## src/rtl/fetch_unit.sv

```systemverilog
// fetch_unit
//   Instruction-fetch and PC-sequencing block for the 16-bit MIPS-style core.
//   The unit runs a four-state sequence:
//     START  - one idle cycle after reset release
//     FETCH  - request the word at the current PC, wait for the memory
//     EXEC   - present the word to the decoder for one cycle, sample the
//              resolved control feedback and load the next PC
//     HALTED - parked until reset_n_pi
//
//   Optional build macro: FETCH_TAKEN_COUNT_EN
//     defined   - taken_count_po counts EXEC cycles that select a jump or a
//                 taken branch (saturating, cleared only by reset_n_pi)
//     undefined - taken_count_po is tied to zero and no counter is built
//
// Ports
//   clk_pi           clock, rising edge
//   reset_n_pi       asynchronous active-low reset
//   imem_addr_po     instruction memory word address (equals pc_po)
//   imem_req_po      fetch request, held until imem_rdy_pi
//   imem_rdy_pi      memory has imem_data_pi valid for the current request
//   imem_data_pi     fetched instruction word
//   instruction_po   instruction to decoder, held until the next capture
//   instr_valid_po   one-cycle execute strobe
//   pc_po            PC of instruction_po
//   branch_taken_pi  resolved branch decision from the branch unit
//   jump_pi          decoder jump
//   halt_cmd_pi      decoder halt
//   rst_cmd_pi       decoder soft reset command
//   immediate_pi     decoder immediate field
//   halted_po        core halted
//   taken_count_po   taken branch/jump counter (optional feature)

module fetch_unit #(
  parameter int                     PC_WIDTH = 16,
  parameter logic [PC_WIDTH-1:0]    RESET_PC = '0
) (
  input  logic                clk_pi,
  input  logic                reset_n_pi,
  output logic [PC_WIDTH-1:0] imem_addr_po,
  output logic                imem_req_po,
  input  logic                imem_rdy_pi,
  input  logic [15:0]         imem_data_pi,
  output logic [15:0]         instruction_po,
  output logic                instr_valid_po,
  output logic [PC_WIDTH-1:0] pc_po,
  input  logic                branch_taken_pi,
  input  logic                jump_pi,
  input  logic                halt_cmd_pi,
  input  logic                rst_cmd_pi,
  input  logic [11:0]         immediate_pi,
  output logic                halted_po,
  output logic [15:0]         taken_count_po
);

  typedef enum logic [1:0] {
    ST_START  = 2'd0,
    ST_FETCH  = 2'd1,
    ST_EXEC   = 2'd2,
    ST_HALTED = 2'd3
  } state_t;

  state_t              state_reg;
  state_t              state_next;
  logic [PC_WIDTH-1:0] pc_reg;
  logic [PC_WIDTH-1:0] pc_next;
  logic [15:0]         instr_reg;

  // Next-PC candidates. All arithmetic wraps naturally at PC_WIDTH bits.
  logic [PC_WIDTH-1:0] pc_plus1;
  logic [PC_WIDTH-1:0] jump_target;
  logic [PC_WIDTH-1:0] branch_offset;
  logic [PC_WIDTH-1:0] branch_target;

  assign pc_plus1      = pc_reg + PC_WIDTH'(1);
  // Jumps stay inside the 4K-word page of the instruction after the jump.
  assign jump_target   = {pc_plus1[PC_WIDTH-1:12], immediate_pi};
  // Branch offset is the low six immediate bits, sign extended (-32..+31).
  assign branch_offset = {{(PC_WIDTH-6){immediate_pi[5]}}, immediate_pi[5:0]};
  assign branch_target = pc_plus1 + branch_offset;

  // --------------------------------------------------------------------------
  // State, PC and instruction registers
  // --------------------------------------------------------------------------
  always_ff @(posedge clk_pi or negedge reset_n_pi) begin
    if (!reset_n_pi) begin
      state_reg <= ST_START;
      pc_reg    <= RESET_PC;
    end else begin
      state_reg <= state_next;
      pc_reg    <= pc_next;
    end
  end

  // Capture only while a request is actually outstanding; a ready seen in any
  // other state is ignored.
  always_ff @(posedge clk_pi or negedge reset_n_pi) begin
    if (!reset_n_pi) begin
      instr_reg <= '0;
    end else if (state_reg == ST_FETCH && imem_rdy_pi) begin
      instr_reg <= imem_data_pi;
    end
  end

  // --------------------------------------------------------------------------
  // Next-state / next-PC logic
  // --------------------------------------------------------------------------
  always_comb begin
    state_next = state_reg;
    pc_next    = pc_reg;
    case (state_reg)
      ST_START: begin
        state_next = ST_FETCH;
      end
      ST_FETCH: begin
        if (imem_rdy_pi) begin
          state_next = ST_EXEC;
        end
      end
      ST_EXEC: begin
        // Feedback resolved in strict priority: soft reset, halt, jump,
        // taken branch, sequential.
        if (rst_cmd_pi) begin
          pc_next    = RESET_PC;
          state_next = ST_FETCH;
        end else if (halt_cmd_pi) begin
          state_next = ST_HALTED;
        end else if (jump_pi) begin
          pc_next    = jump_target;
          state_next = ST_FETCH;
        end else if (branch_taken_pi) begin
          pc_next    = branch_target;
          state_next = ST_FETCH;
        end else begin
          pc_next    = pc_plus1;
          state_next = ST_FETCH;
        end
      end
      ST_HALTED: begin
        state_next = ST_HALTED;
      end
      default: begin
        state_next = ST_START;
      end
    endcase
  end

  // --------------------------------------------------------------------------
  // Outputs
  // --------------------------------------------------------------------------
  assign imem_addr_po   = pc_reg;
  assign pc_po          = pc_reg;
  assign imem_req_po    = (state_reg == ST_FETCH);
  assign instr_valid_po = (state_reg == ST_EXEC);
  assign halted_po      = (state_reg == ST_HALTED);
  assign instruction_po = instr_reg;

`ifdef FETCH_TAKEN_COUNT_EN
  // A redirect counts only when it is the selected case, i.e. neither a soft
  // reset nor a halt outranks it in the same EXEC cycle.
  logic        take_sel;
  logic [15:0] taken_count_reg;

  assign take_sel = (state_reg == ST_EXEC) && !rst_cmd_pi && !halt_cmd_pi &&
                    (jump_pi || branch_taken_pi);

  always_ff @(posedge clk_pi or negedge reset_n_pi) begin
    if (!reset_n_pi) begin
      taken_count_reg <= '0;
    end else if (take_sel && taken_count_reg != 16'hFFFF) begin
      taken_count_reg <= taken_count_reg + 16'd1;
    end
  end

  assign taken_count_po = taken_count_reg;
`else
  assign taken_count_po = '0;
`endif

endmodule
```

## config.mk

```make
export PLATFORM = sky130hd
export DESIGN_NAME = fetch_unit
export DESIGN_NICKNAME = d
export VERILOG_FILES = /design/src/rtl/fetch_unit.sv
export SDC_FILE = /design/constraint.sdc
export NUM_CORES = 1
export LEC_CHECK = 0
export BUFFER_PORTS_ARGS = -buffer_cell sky130_fd_sc_hd__buf_2
export CORE_MARGIN = 4
export CORE_UTILIZATION = 50
export CTS_BUF_LIST = sky130_fd_sc_hd__clkbuf_4 sky130_fd_sc_hd__clkbuf_8 sky130_fd_sc_hd__clkbuf_16
export CTS_CLUSTER_DIAMETER = 60
export DETAILED_ROUTE_END_ITERATION = 10
export PLACE_DENSITY = 0.76
export SETUP_SLACK_MARGIN = 0.3
export SKIP_CTS_REPAIR_TIMING = 1
export SLEW_MARGIN = 20
export SYNTH_ARGS = -nofsm -noshare
export SYNTH_HDL_FRONTEND = slang
export SYNTH_SLANG_ARGS = --single-unit
```

## constraint.sdc

```tcl
create_clock -name clk_pi -period 3.2 [get_ports clk_pi]
set_clock_uncertainty 0.1 [all_clocks]
set_input_delay 0.32 -clock clk_pi [delete_from_list [all_inputs] [get_ports clk_pi]]
set_output_delay 0.32 -clock clk_pi [all_outputs]
set_load 0.005 [all_outputs]
```

## Word level (Yosys, flattened, before mapping)

Cells that the tools add are included.

- Register bits: 34
- Output and inout bits: 67

- Add/subtract/negate cells: 2
- Eq/ne operators: 5
- Mux-type cells: 8
- Reductions and logical operators: 3

Operator list:

| cell | count |
|---|---|
| $mux 16 | 4 |
| $add 16x1->16 const B | 1 |
| $add 16x16->16 | 1 |
| $pmux 2 s4 | 1 |
| $mux 2 | 3 |
| $eq 2x2->1 const B | 2 |
| $ne 2x1->1 const B | 2 |
| $eq 2x1->1 const B | 1 |
| $logic_not 2->1 | 1 |
| $reduce_and 2->1 | 1 |
| $logic_and 1x1->1 | 1 |

## Logic depth before layout (Yosys ltp)

- Depth in word-level cells: 6
- Depth in mapped cells: 12
- Depth with buffers taken out: 12

## Worst setup path after synthesis

No wires, ideal clock.

- Path type: flip-flop to flip-flop
- Start: register pc_reg[0] (netlist: imem_addr_po[0])
- End: register pc_reg[15] (netlist: imem_addr_po[15])
- Library setup time: 0.138 ns
- Data arrival time: 2.512 ns
- Slack: 0.449 ns
- Stages on the path, launching flop included: 12
- Path buffers: 0
- Clock period less this slack: 2.751 ns
- Cell sequence: dfrtp_1 > ha_1 > nand2_1 > nor3_2 > and3_1 > xor2_1 > ha_1 > a21o_1 > a211oi_1 > a31oi_2 > xnor2_1 > o221ai_1

- Word-level cells in the longest chain between the ends: 6

RTL lines:

| what | line | RTL |
|---|---|---|
| start: declaration | 64 | `logic [PC_WIDTH-1:0] pc_reg;` |
| start signal: assignment | 90 | `pc_reg <= pc_next;` |
| $add 16x1->16 * | 74 | `assign pc_plus1 = pc_reg + PC_WIDTH'(1);` |
| $add 16x16->16 | 79 | `assign branch_target = pc_plus1 + branch_offset;` |
| $mux 16 | 130 | `end else if (branch_taken_pi) begin` |
| $mux 16 * | 127 | `end else if (jump_pi) begin` |
| $mux 16 * | 125 | `end else if (halt_cmd_pi) begin` |
| $mux 16 * | 122 | `if (rst_cmd_pi) begin` |

Every way passes the cells marked *; elsewhere a longest branch is shown, timed or not. The select of a mux whose other input is x is not followed.
A chain may end at the register's enable or synchronous reset.

## Final worst setup path

- Start: register pc_reg[3] (netlist: imem_addr_po[3])
- End: register pc_reg[12] (netlist: imem_addr_po[12])

The elaborated chain is that of the path after synthesis.

==> results.toml <==
[status]
status = "finished clean"

[cts]
root_buffer = "clkbuf_8"
clock_insertion_delay_worst_skew_ns = 0.29
cts.clk_slew.worst_paths_ns = 0.09
max-clock-path-buffers = 2
tritoncts = "built"
htree_levels = 2
clock-sinks = 34
numCtsBuffers = 5

[drt]
wl_per_cell_um = 17.6
num_vias = 2825
drt_iter0_markers = 185
routed_wl_um = 8500
via_per_inst = 5.85
drc = 0
dr.pass1.iters = 5
drtAntennaViolNets = 0

[layout]
syn_to_final_growth_pct = 18.1
n_antenna_cell = 0
nets = 465
regArea_um2 = 861
fill_cells = 468
drive_above_1_share_pct = 34.8
multi_input_area_um2 = 1940
stdcell_count = 483
final_util_pct = 62.6

[die]
fp-row-count = 27
io_pins = 102
dieArea_um2 = 7280
die_y_um = 85.3
fp.dieW_um = 85.3
coreArea_um2 = 5640
initial_core_util_pct = 53.0

[power_and_ir_drop]
cellLeakagePower_nw = 1.81
ir_worst_vdd_v = 0.000224
pwr_density_cell_nw_per_um2 = 405

[grt]
grt_first_pass_wirelength_um = 12600
antenna_found_initial = 0
overflow = 0
grt_pass1_vias = 2658
gr-usage-all-layers_pct = 21.6
grt_max_degree = 35

[synthesis]
synth_seq_area_share_pct = 28.5
syn_area_per_cell_um2 = 8.93
ys_async_sr_fraction_pct = 100
syn-instance-count = 335
synth_cell_types = 61
yosys_warnings = 0
synth_seq_cells = 34
synth_edf_count = 0
syn_area_um2 = 2990
ys.flop_type = "dfrtp_1"

[job]
cap_violations = 0

[placed_design]
gp_congestion = 0.911
dp_hpwl_um = 6260
port_buffers = 85
dp_worst_setup_slack_ns = 0.149
placed_cells = 466

[worst_setup_path]
crit_type = "reg -> reg"
path_max_fanout = 6
reg2reg_from = "imem_addr_po[3]"
ff2ff_path_depth = 11
cp-start-kind = "flop"
endpoint_kind = "flop"
reg2reg_slack_ns = 0.37
required_ns = 3.27
arrival_ns = 2.90
timing.rr.end = "imem_addr_po[12]"

[timing]
setup-tns-final_ns = 0
finalCritPeriodShare_pct = 88.5
slew_viol_final = 0
relSlewSlack_pct = 45.2
holdWs_ns = 0.00143
setup_ws_ns = 0.368
timing_hold_violations_final = 0
rsz0062_at_grt = "yes"
setup_viol = 0
fmax_mhz = 353
tightest_slew_ns = 0.823
post-route-min-period_ns = 2.83

[worst_hold_path]
hold_path_class = "in -> async"
Yosys cell counts, types with 2 or more instances:
library cell | number | area share (%)
dfrtp_1 | 34 | 28
buf_4 | 32 | 8.0
nand2_1 | 26 | 3.3
ha_1 | 19 | 7.9
a21oi_1 | 18 | 3.0
nor2_1 | 18 | 2.3
o21ai_0 | 18 | 3.0
xnor2_1 | 14 | 4.1
a21o_1 | 10 | 2.5
mux2_2 | 10 | 3.8
xor2_1 | 10 | 2.9
inv_1 | 9 | 1.1
nand3_1 | 9 | 1.5
clkbuf_1 | 8 | 1.0
mux2_1 | 7 | 2.6
nand2b_1 | 7 | 1.5
a211oi_1 | 6 | 1.5
o21ai_1 | 6 | 1.0
and3_1 | 5 | 1.0
nor2b_1 | 5 | 1.0
a32o_1 | 4 | 1.3
buf_2 | 4 | 0.67
nand4_1 | 4 | 0.84
nor3_1 | 4 | 0.67
a31oi_1 | 3 | 0.63
a41oi_1 | 3 | 0.88
o211ai_1 | 3 | 0.75
a32oi_1 | 2 | 0.59
and2_1 | 2 | 0.42
o221ai_1 | 2 | 0.59
o31ai_1 | 2 | 0.50
or3_1 | 2 | 0.42
kinds of logic (layout without fill, tap and decap cells):
family	after synthesis	in the layout	share of synthesized area (%)
AND/OR/NAND/NOR	95	95	17.7
AO/OA/AOI/OAI	90	90	20.5
buffers and inverters	53	114	10.8
flip-flops	34	34	28.5
XOR/XNOR	24	24	7.03
adder cells (fa/ha/maj)	20	20	8.62
multiplexers	18	18	6.74
other	1	16	0.125
cell usage in the layout, fill, tap and decap left out, types with 3 or more instances in the layout:
master,Yosys,final
nor3_1,4,4
dfrtp_2,0,8
buf_2,4,85
clkbuf_8,0,6
nand2_1,26,26
xor2_1,10,9
nand3_1,9,9
a32o_1,4,4
xnor2_1,14,12
mux2_1,7,7
o21ai_1,6,7
nand2b_1,7,7
nand4_1,4,4
nor2_1,18,17
nor2b_1,5,5
mux2_2,10,10
a21o_1,10,10
o21ai_0,18,17
conb_1,1,16
a21oi_1,18,17
ha_1,19,18
dfrtp_1,34,26
and3_1,5,5
inv_1,9,9
a41oi_1,3,3
a31oi_1,3,3
buf_4,32,12
a211oi_1,6,5
o211ai_1,3,3
metrics by stage:
stage / cell area (um2) / power, W
after floorplan: 3050 / 0.000888
after global placement: 3290 / 0.00103
after detailed placement: 3290 / 0.00105
after CTS: 3390 / 0.00140
after global routing: 3530 / 0.00152
final: 3530 / 0.00143
layer usage:
layer	vias up	part of all wire, %	GRT usage, %
li1	1321	-	-
met1	1348	38	25.8
met2	136	52	38.6
met3	20	7.7	3.98
met4	0	2.5	7.34
met5	-	0	0
final cells by class:
class | instances | share of cell area, %
repair buffers | 97 | 14.6
clock buffers | 6 | 2.34
inverters | 9 | 0.956
well taps | 72 | 2.55
multi-input cells | 263 | 54.8
clock inverters | 2 | 0.354
flip-flops and latches | 34 | 24.4
power by group:
| part | internal [W] | leakage (nW) | switching, W |
|---|---|---|---|
| Sequential | 0.000505 | 0.419 | 0.0000602 |
| Combinational | 0.000250 | 1.35 | 0.000270 |
| Clock | 0.000173 | 0.0472 | 0.000171 |
critical path: stages (launching register included):
cell      delay (ns)
dfrtp_2         0.44
nand4_4         0.19
nor2_2          0.19
and3_1          0.21
xor2_2          0.20
ha_1            0.30
a21o_1          0.20
a21o_1          0.18
a21o_1          0.17
a41oi_1         0.21
xor2_1          0.20
o221ai_1        0.14
worst max-delay path by stage:
stage                          startpoint               end  slack [ns]  cells after the start
after CTS                 imem_addr_po[0]  imem_addr_po[15]        0.14                     11
after global placement    imem_addr_po[1]  imem_addr_po[15]        0.31                     11
final                     imem_addr_po[3]  imem_addr_po[12]        0.37                     11
after detailed placement  imem_addr_po[0]  imem_addr_po[15]        0.15                     11
after global routing      imem_addr_po[0]  imem_addr_po[14]        0.24                     11
after floorplan           imem_addr_po[0]  imem_addr_po[15]        0.45                     11
(Power assumes the default switching activity.)
